`config.mk`:
```
export PLATFORM = sky130hd
export DESIGN_NAME = fpu_result_capture
export DESIGN_NICKNAME = d
export VERILOG_FILES = /design/src/rtl/fpu_result_capture.sv
export SDC_FILE = /design/constraint.sdc
export NUM_CORES = 2
export LEC_CHECK = 0
export BUFFER_PORTS_ARGS = -buffer_cell sky130_fd_sc_hd__clkbuf_2
export CAP_MARGIN = 15
export CORE_ASPECT_RATIO = 0.9
export CORE_MARGIN = 1.5
export CORE_UTILIZATION = 50
export DETAILED_ROUTE_END_ITERATION = 10
export GPL_ROUTABILITY_DRIVEN = 0
export PLACE_DENSITY_LB_ADDON = 0.3
export RECOVER_POWER = 25
export SYNTH_ARGS = -nofsm -noshare
export SYNTH_HDL_FRONTEND = slang
export SYNTH_MEMORY_MAX_BITS = 65536
export SYNTH_SLANG_ARGS = --single-unit
```
`constraint.sdc`:
```
create_clock -name clk -period 5.45 [get_ports clk]
set_clock_uncertainty 0.2 [all_clocks]
set_input_delay 0.8175 -clock clk [delete_from_list [all_inputs] [get_ports clk]]
set_output_delay 0.8175 -clock clk [all_outputs]
set_load 0.03 [all_outputs]
```
`src/rtl/fpu_result_capture.sv`:
```
// ============================================================================
// Module   : fpu_result_capture
// Captures the FPU result stream and exception flags into a result memory,
// aligned to the FPU pipeline latency, with a synchronous read-back port.
// Revision : 1.0
// ============================================================================
`default_nettype none

module fpu_result_capture #(
    parameter int DEPTH   = 256,
    parameter int ADDR_W  = 8,
    parameter int LATENCY = 2
) (
    input  logic              clk,
    input  logic              reset,
    input  logic              start,
    input  logic              stop,
    input  logic              op_valid,
    input  logic [15:0]       result,
    input  logic              overflow,
    input  logic              underflow,
    input  logic              inexact,
    input  logic              rd_en,
    input  logic [ADDR_W-1:0] rd_addr,
    output logic [18:0]       rd_data,
    output logic              rd_valid,
    output logic [ADDR_W:0]   wr_count,
    output logic              busy,
    output logic              done,
    output logic              dropped
);

    typedef enum logic [1:0] {
        S_IDLE    = 2'd0,
        S_CAPTURE = 2'd1,
        S_DRAIN   = 2'd2,
        S_DONE    = 2'd3
    } state_t;

    localparam logic [ADDR_W:0] C_DEPTH = (ADDR_W+1)'(DEPTH);
    localparam logic [2:0]      C_LAT   = 3'(LATENCY);

    state_t              state_q, state_d;
    logic [LATENCY-1:0]  vld_sr_q, vld_sr_d;
    logic [2:0]          drain_q, drain_d;
    logic [ADDR_W:0]     wr_count_q, wr_count_d;
    logic                dropped_q, dropped_d;
    logic [18:0]         rd_data_q;
    logic                rd_valid_q;
    logic [18:0]         mem [DEPTH];

    logic w_vld_aligned;
    logic w_full;
    logic w_wr_en;

    assign w_vld_aligned = vld_sr_q[LATENCY-1];
    assign w_full        = (wr_count_q == C_DEPTH);
    assign w_wr_en       = w_vld_aligned && !w_full;

    always_comb begin
        state_d    = state_q;
        vld_sr_d   = vld_sr_q << 1;
        drain_d    = drain_q;
        wr_count_d = wr_count_q + {{ADDR_W{1'b0}}, w_wr_en};
        dropped_d  = dropped_q | (w_vld_aligned & w_full);
        case (state_q)
            S_IDLE, S_DONE: begin
                if (start) begin
                    state_d    = S_CAPTURE;
                    vld_sr_d   = '0;
                    wr_count_d = '0;
                    dropped_d  = 1'b0;
                end
            end
            S_CAPTURE: begin
                // Only ops issued while capturing enter the alignment pipe
                vld_sr_d = (vld_sr_q << 1) | LATENCY'(op_valid);
                if (stop) begin
                    state_d = S_DRAIN;
                    drain_d = C_LAT;
                end
            end
            S_DRAIN: begin
                if (drain_q == 3'd0) begin
                    state_d = S_DONE;
                end else begin
                    drain_d = drain_q - 3'd1;
                end
            end
            default: state_d = S_IDLE;
        endcase
    end

    always_ff @(posedge clk or posedge reset) begin
        if (reset) begin
            state_q    <= S_IDLE;
            vld_sr_q   <= '0;
            drain_q    <= 3'd0;
            wr_count_q <= '0;
            dropped_q  <= 1'b0;
        end else begin
            state_q    <= state_d;
            vld_sr_q   <= vld_sr_d;
            drain_q    <= drain_d;
            wr_count_q <= wr_count_d;
            dropped_q  <= dropped_d;
        end
    end

    // Result memory is not reset; entries persist across runs until overwritten
    always_ff @(posedge clk) begin
        if (w_wr_en) begin
            mem[wr_count_q[ADDR_W-1:0]] <= {overflow, underflow, inexact, result};
        end
    end

    always_ff @(posedge clk or posedge reset) begin
        if (reset) begin
            rd_data_q  <= '0;
            rd_valid_q <= 1'b0;
        end else begin
            rd_valid_q <= rd_en;
            if (rd_en) begin
                rd_data_q <= mem[rd_addr];
            end
        end
    end

    assign rd_data  = rd_data_q;
    assign rd_valid = rd_valid_q;
    assign wr_count = wr_count_q;
    assign busy     = (state_q == S_CAPTURE) || (state_q == S_DRAIN);
    assign done     = (state_q == S_DONE);
    assign dropped  = dropped_q;

endmodule

`default_nettype wire

```
==> impl_metrics.prom <==
# TYPE chip_impl_metric gauge
chip_impl_metric{name="grt.total_usage",unit="%"} 29.41
chip_impl_metric{name="yosys_warnings",unit=""} 0
chip_impl_metric{name="resized_cells_post_cts",unit=""} 0
chip_impl_metric{name="route.final.wire_length",unit="um"} 569000
chip_impl_metric{name="reg2regPathDepth",unit=""} 8
chip_impl_metric{name="largest_net_degree_at_the_start_of_global_routing",unit=""} 193
chip_impl_metric{name="fmax",unit="MHz"} 209.1
chip_impl_metric{name="slowest_delay",unit="ns"} 3.26
chip_impl_info{name="violations_in_the_final_reports",value="max-capacitance violations, max-slew violations"} 1
chip_impl_metric{name="clock_latency",unit="ns"} 1.01
chip_impl_metric{name="routed-via-count",unit=""} 100318
chip_impl_metric{name="globalRouteOverflowTotal",unit=""} 0
chip_impl_metric{name="fp.dieW",unit="um"} 651.6
chip_impl_info{name="crit_chain",value="clkbuf_1 > buf_4"} 1
chip_impl_metric{name="synth_cell_types",unit=""} 81
chip_impl_metric{name="synth_largest_type_area_fraction",unit="%"} 77.16
chip_impl_metric{name="place.port_buffers",unit=""} 64
chip_impl_metric{name="synthToLayoutAreaGrowth",unit="%"} 12.93
chip_impl_metric{name="power_frac_seq",unit="%"} 53.5
chip_impl_info{name="start_kind",value="primary input"} 1
chip_impl_metric{name="finalCritPeriodShare",unit="%"} 87.76
chip_impl_info{name="cpMaxStageDelayCell",value="sky130_fd_sc_hd__clkbuf_1"} 1
chip_impl_metric{name="syn_area_per_cell",unit="um^2"} 21.11
chip_impl_metric{name="number_of_synthesized_flops_with_an_enable_pin",unit=""} 4864
chip_impl_info{name="tritoncts_clock_tree",value="done"} 1
chip_impl_metric{name="mappedNetlistNets",unit=""} 9007
chip_impl_metric{name="max_cap_viol_count",unit=""} 18
chip_impl_metric{name="synth_cells",unit=""} 8967
chip_impl_metric{name="finalCriticalPeriod",unit="ns"} 4.783
chip_impl_metric{name="clock_sink_count",unit=""} 4901
chip_impl_metric{name="ctsLongestPathBuffers",unit=""} 4
chip_impl_info{name="timing.setup.critical_path_class",value="in2reg"} 1
chip_impl_metric{name="detailedRoute.firstIterationViolations",unit=""} 18056
chip_impl_info{name="critical_path.endpoint",value="mem[180][3]"} 1
chip_impl_metric{name="total_leakage_power",unit="nW"} 68.45
chip_impl_metric{name="path_buf_inv",unit=""} 2
chip_impl_metric{name="pwr-share-clk",unit="%"} 40.8
chip_impl_info{name="largest_cells_by_area_after_synthesis",value="sky130_fd_sc_hd__edfxtp_1, sky130_fd_sc_hd__mux4_2, sky130_fd_sc_hd__mux2i_1, sky130_fd_sc_hd__o22ai_1, sky130_fd_sc_hd__nor2_1"} 1
chip_impl_metric{name="cts_buffers",unit=""} 459
chip_impl_info{name="hold_class",value="in2reg"} 1
chip_impl_metric{name="first_pass_grt_wire_length",unit="um"} 781500
chip_impl_info{name="grt_setup_unrepaired",value="false"} 1
chip_impl_metric{name="cell_count_along_the_critical_path",unit=""} 2
chip_impl_info{name="reg2reg_to",value="mem[160][0]"} 1
chip_impl_info{name="cp_top_family",value="buffers and inverters"} 1
chip_impl_metric{name="final_setup_viols",unit=""} 0
chip_impl_metric{name="post-place-ws",unit="ns"} 0.1636
chip_impl_metric{name="critical_path_rt",unit="ns"} 5.95
chip_impl_info{name="outcome",value="complete, but fails checks"} 1
chip_impl_metric{name="share_of_cells_above_drive_strength_1",unit="%"} 25.43
chip_impl_metric{name="detail_route.drc_violations",unit=""} 0
chip_impl_metric{name="i_o_pin_count",unit=""} 65
chip_impl_metric{name="power_switching_share",unit="%"} 22.18
chip_impl_info{name="post-synth-top-area-cell",value="sky130_fd_sc_hd__edfxtp_1"} 1
chip_impl_metric{name="worst_slew_margin_rel",unit="%"} -226.3
chip_impl_metric{name="maximum_resistive_drop_on_vdd",unit="mV"} 0.3157
chip_impl_metric{name="hold_ws",unit="ns"} 0.1350
chip_impl_metric{name="power.density_cell_area",unit="nW/um^2"} 364.5
chip_impl_metric{name="first_global_vias",unit=""} 96528
chip_impl_metric{name="clkSlewWorstSetupHoldPaths",unit="ns"} 0.07
chip_impl_metric{name="drt-pass1-iter-count",unit=""} 6
chip_impl_metric{name="postSynthRegisterBits",unit=""} 4901
chip_impl_metric{name="fp.dieArea",unit="um^2"} 382300
chip_impl_metric{name="detailed_place.area",unit="um^2"} 199000
chip_impl_metric{name="power.switching",unit="mW"} 17.28
chip_impl_metric{name="die_h",unit="um"} 586.7
chip_impl_metric{name="placement_rows",unit=""} 214
chip_impl_info{name="ys_dominant_reg_cell",value="sky130_fd_sc_hd__edfxtp_1"} 1
chip_impl_metric{name="finalInstanceArea",unit="um^2"} 213800
chip_impl_metric{name="final-max-slew-violation-count",unit=""} 1686
chip_impl_metric{name="worst_pin_slew",unit="ns"} 4.895
chip_impl_metric{name="fp.coreArea",unit="um^2"} 377300
chip_impl_metric{name="critPathMaxFanout",unit=""} 86
chip_impl_metric{name="cts.htree.levels",unit=""} 5
chip_impl_metric{name="hpwlAfterDp",unit="um"} 349300
chip_impl_info{name="clk_root_buffer_cell",value="sky130_fd_sc_hd__clkbuf_16"} 1
chip_impl_metric{name="finish.net_count",unit=""} 9648
chip_impl_metric{name="antenna_violations_before_repair",unit=""} 45
chip_impl_metric{name="worstPathArrival",unit="ns"} 5.28
chip_impl_metric{name="finalHoldViolCount",unit=""} 0
chip_impl_metric{name="syn_area",unit="um^2"} 189300
chip_impl_metric{name="final_worst_path_setup_slack",unit="ns"} 0.6670
chip_impl_metric{name="power.combinational.fraction",unit="%"} 5.7
chip_impl_info{name="r2r_start",value="wr_count[5]"} 1
chip_impl_info{name="worstSetupEndpointType",value="flip-flop"} 1
chip_impl_metric{name="ys_seq_area_share",unit="%"} 77.65
chip_impl_metric{name="effective_utilization_at_floorplan",unit="%"} 50.17
chip_impl_metric{name="via_per_inst",unit=""} 6.690
chip_impl_info{name="critical_path.startpoint",value="result[3]"} 1
chip_impl_metric{name="async_reset_ff_share",unit="%"} 0.7549
chip_impl_metric{name="detail-route-antenna-nets",unit=""} 0
chip_impl_metric{name="totalPowerFinal",unit="mW"} 77.91
chip_impl_metric{name="setup.reg_to_reg.worst_slack",unit="ns"} 1.36
chip_impl_metric{name="p_int",unit="mW"} 60.63
chip_impl_metric{name="post_drt_wl_per_cell",unit="um"} 37.94
## power groups by stage
stage | logic [mW] | clock network [mW] | registers, mW
finish | 4.41 | 31.8 | 41.7
CTS | 4.32 | 32.0 | 41.6
global placement | 4.21 | 0 | 42.4
detailed placement | 4.31 | 0 | 42.5
global route | 4.51 | 33.4 | 41.7
floorplan | 2.09 | 0 | 42.4
## state kept, by name (all words and copies together) (netlist names)
| signal | cells |
|---|---|
| wr_count | 9 |
| mem | 4864 |
| state_q | 2 |
| rd_data | 19 |
| drain_q | 3 |
| vld_sr_q | 2 |
| rd_valid | 1 |
| dropped | 1 |
## per-stage QoR
| step | utilization (%) | cells | TNS, ns |
|---|---|---|---|
| floorplan | - | 8967 | 0 |
| global placement | 52.74 | 14100 | -0.08917 |
| detailed placement | 52.75 | 14106 | 0 |
| CTS | 56.68 | 14968 | 0 |
| global route | 56.65 | 14979 | 0 |
| finish | 56.66 | 14996 | 0 |
## area by class of cell
class                   instances  area [um^2]
repair buffers                711         6145
well taps                    4968         6216
inverters                      19        83.83
flip-flops and latches       4901       147000
clock buffers                 568        12010
diodes                         25        62.56
clock inverters               288         2773
multi-input cells            3516        39490
fillers                     27229       163500
## how the worst min path moves through the flow
stage	from	endpoint	slack, ns	depth (start not counted)
after floorplan	vld_sr_q[0]	vld_sr_q[1]	0.25	1
after CTS	overflow	mem[249][18]	0.1	1
after global routing	overflow	mem[250][18]	0.14	1
final	result[5]	mem[251][5]	0.13	1
after detailed placement	vld_sr_q[0]	vld_sr_q[1]	0.27	1
after global placement	vld_sr_q[0]	vld_sr_q[1]	0.26	1
## synth_stat cells, drive strengths merged (6+ instances only)
cell / count
and2: 17
nand2: 224
mux2: 26
mux2i: 781
clkbuf: 170
o22ai: 223
nor3: 60
or3b: 6
buf: 361
a22oi: 92
a21oi: 122
ha: 7
nand2b: 6
o31ai: 10
a211oi: 102
a221oi: 48
edfxtp: 4864
a31oi: 24
and3: 6
nor2: 358
inv: 19
o21ai: 117
nand3b: 8
nand3: 47
a211o: 8
o221ai: 128
nand4: 17
a2111oi: 51
or3: 17
nor4: 18
a22o: 11
nor2b: 28
mux4: 875
o211ai: 9
dfrtp: 37
## timing repair
item	4_1_cts	5_1_grt
endpoints found under the hold margin	87	0
setup buffers	0	0
hold buffers	6	0
## per-layer routing
layer / wire [um] / share of wire (%) / global-route usage (%)
met2: 245900 / 43 / 41.82
met3: 80960 / 14 / 8.938
met1: 211200 / 37 / 41.98
met4: 30710 / 5.4 / 13.52
met5: 273 / 0.048 / 0.3626
## placed cells by master, fill, tap and decap left out, types with 11 or more instances in the layout
| cell type | instances |
|---|---|
| sky130_fd_sc_hd__nand2_1 | 215 |
| sky130_fd_sc_hd__o21ai_1 | 21 |
| sky130_fd_sc_hd__or3_1 | 16 |
| sky130_fd_sc_hd__nor2b_1 | 22 |
| sky130_fd_sc_hd__nor4_1 | 17 |
| sky130_fd_sc_hd__nor2_4 | 23 |
| sky130_fd_sc_hd__buf_12 | 69 |
| sky130_fd_sc_hd__clkinvlp_4 | 13 |
| sky130_fd_sc_hd__clkbuf_2 | 48 |
| sky130_fd_sc_hd__a2111oi_0 | 44 |
| sky130_fd_sc_hd__nor3_1 | 59 |
| sky130_fd_sc_hd__buf_4 | 559 |
| sky130_fd_sc_hd__a22o_1 | 11 |
| sky130_fd_sc_hd__mux4_2 | 873 |
| sky130_fd_sc_hd__a22oi_1 | 92 |
| sky130_fd_sc_hd__and2_1 | 15 |
| sky130_fd_sc_hd__a31oi_1 | 24 |
| sky130_fd_sc_hd__nor2_2 | 237 |
| sky130_fd_sc_hd__clkinv_1 | 108 |
| sky130_fd_sc_hd__nand4_1 | 17 |
| sky130_fd_sc_hd__clkinv_2 | 93 |
| sky130_fd_sc_hd__mux2i_1 | 781 |
| sky130_fd_sc_hd__mux2_2 | 26 |
| sky130_fd_sc_hd__inv_1 | 15 |
| sky130_fd_sc_hd__o22ai_1 | 222 |
| sky130_fd_sc_hd__clkbuf_1 | 110 |
| sky130_fd_sc_hd__diode_2 | 25 |
| sky130_fd_sc_hd__clkbuf_16 | 461 |
| sky130_fd_sc_hd__a211oi_1 | 100 |
| sky130_fd_sc_hd__dfrtp_1 | 37 |
| sky130_fd_sc_hd__bufinv_16 | 44 |
| sky130_fd_sc_hd__o221ai_1 | 125 |
| sky130_fd_sc_hd__nor2_1 | 98 |
| sky130_fd_sc_hd__edfxtp_1 | 4864 |
| sky130_fd_sc_hd__nand3_1 | 44 |
| sky130_fd_sc_hd__o21ai_0 | 96 |
| sky130_fd_sc_hd__a221oi_1 | 47 |
| sky130_fd_sc_hd__a21oi_1 | 122 |
## kinds of logic (layout without fill, tap and decap cells)
family,after synthesis,in the layout,synth area share (%)
flops,4901,4901,77.65
other cells,0,25,0
simple gates,830,830,1.935
compound gates,992,992,3.679
mux,1682,1682,14.70
fa+ha+maj,7,7,0.04627
buf+inv,550,1586,1.968
xor+xnor,5,5,0.02313
Power figures use the tool's default switching activity.
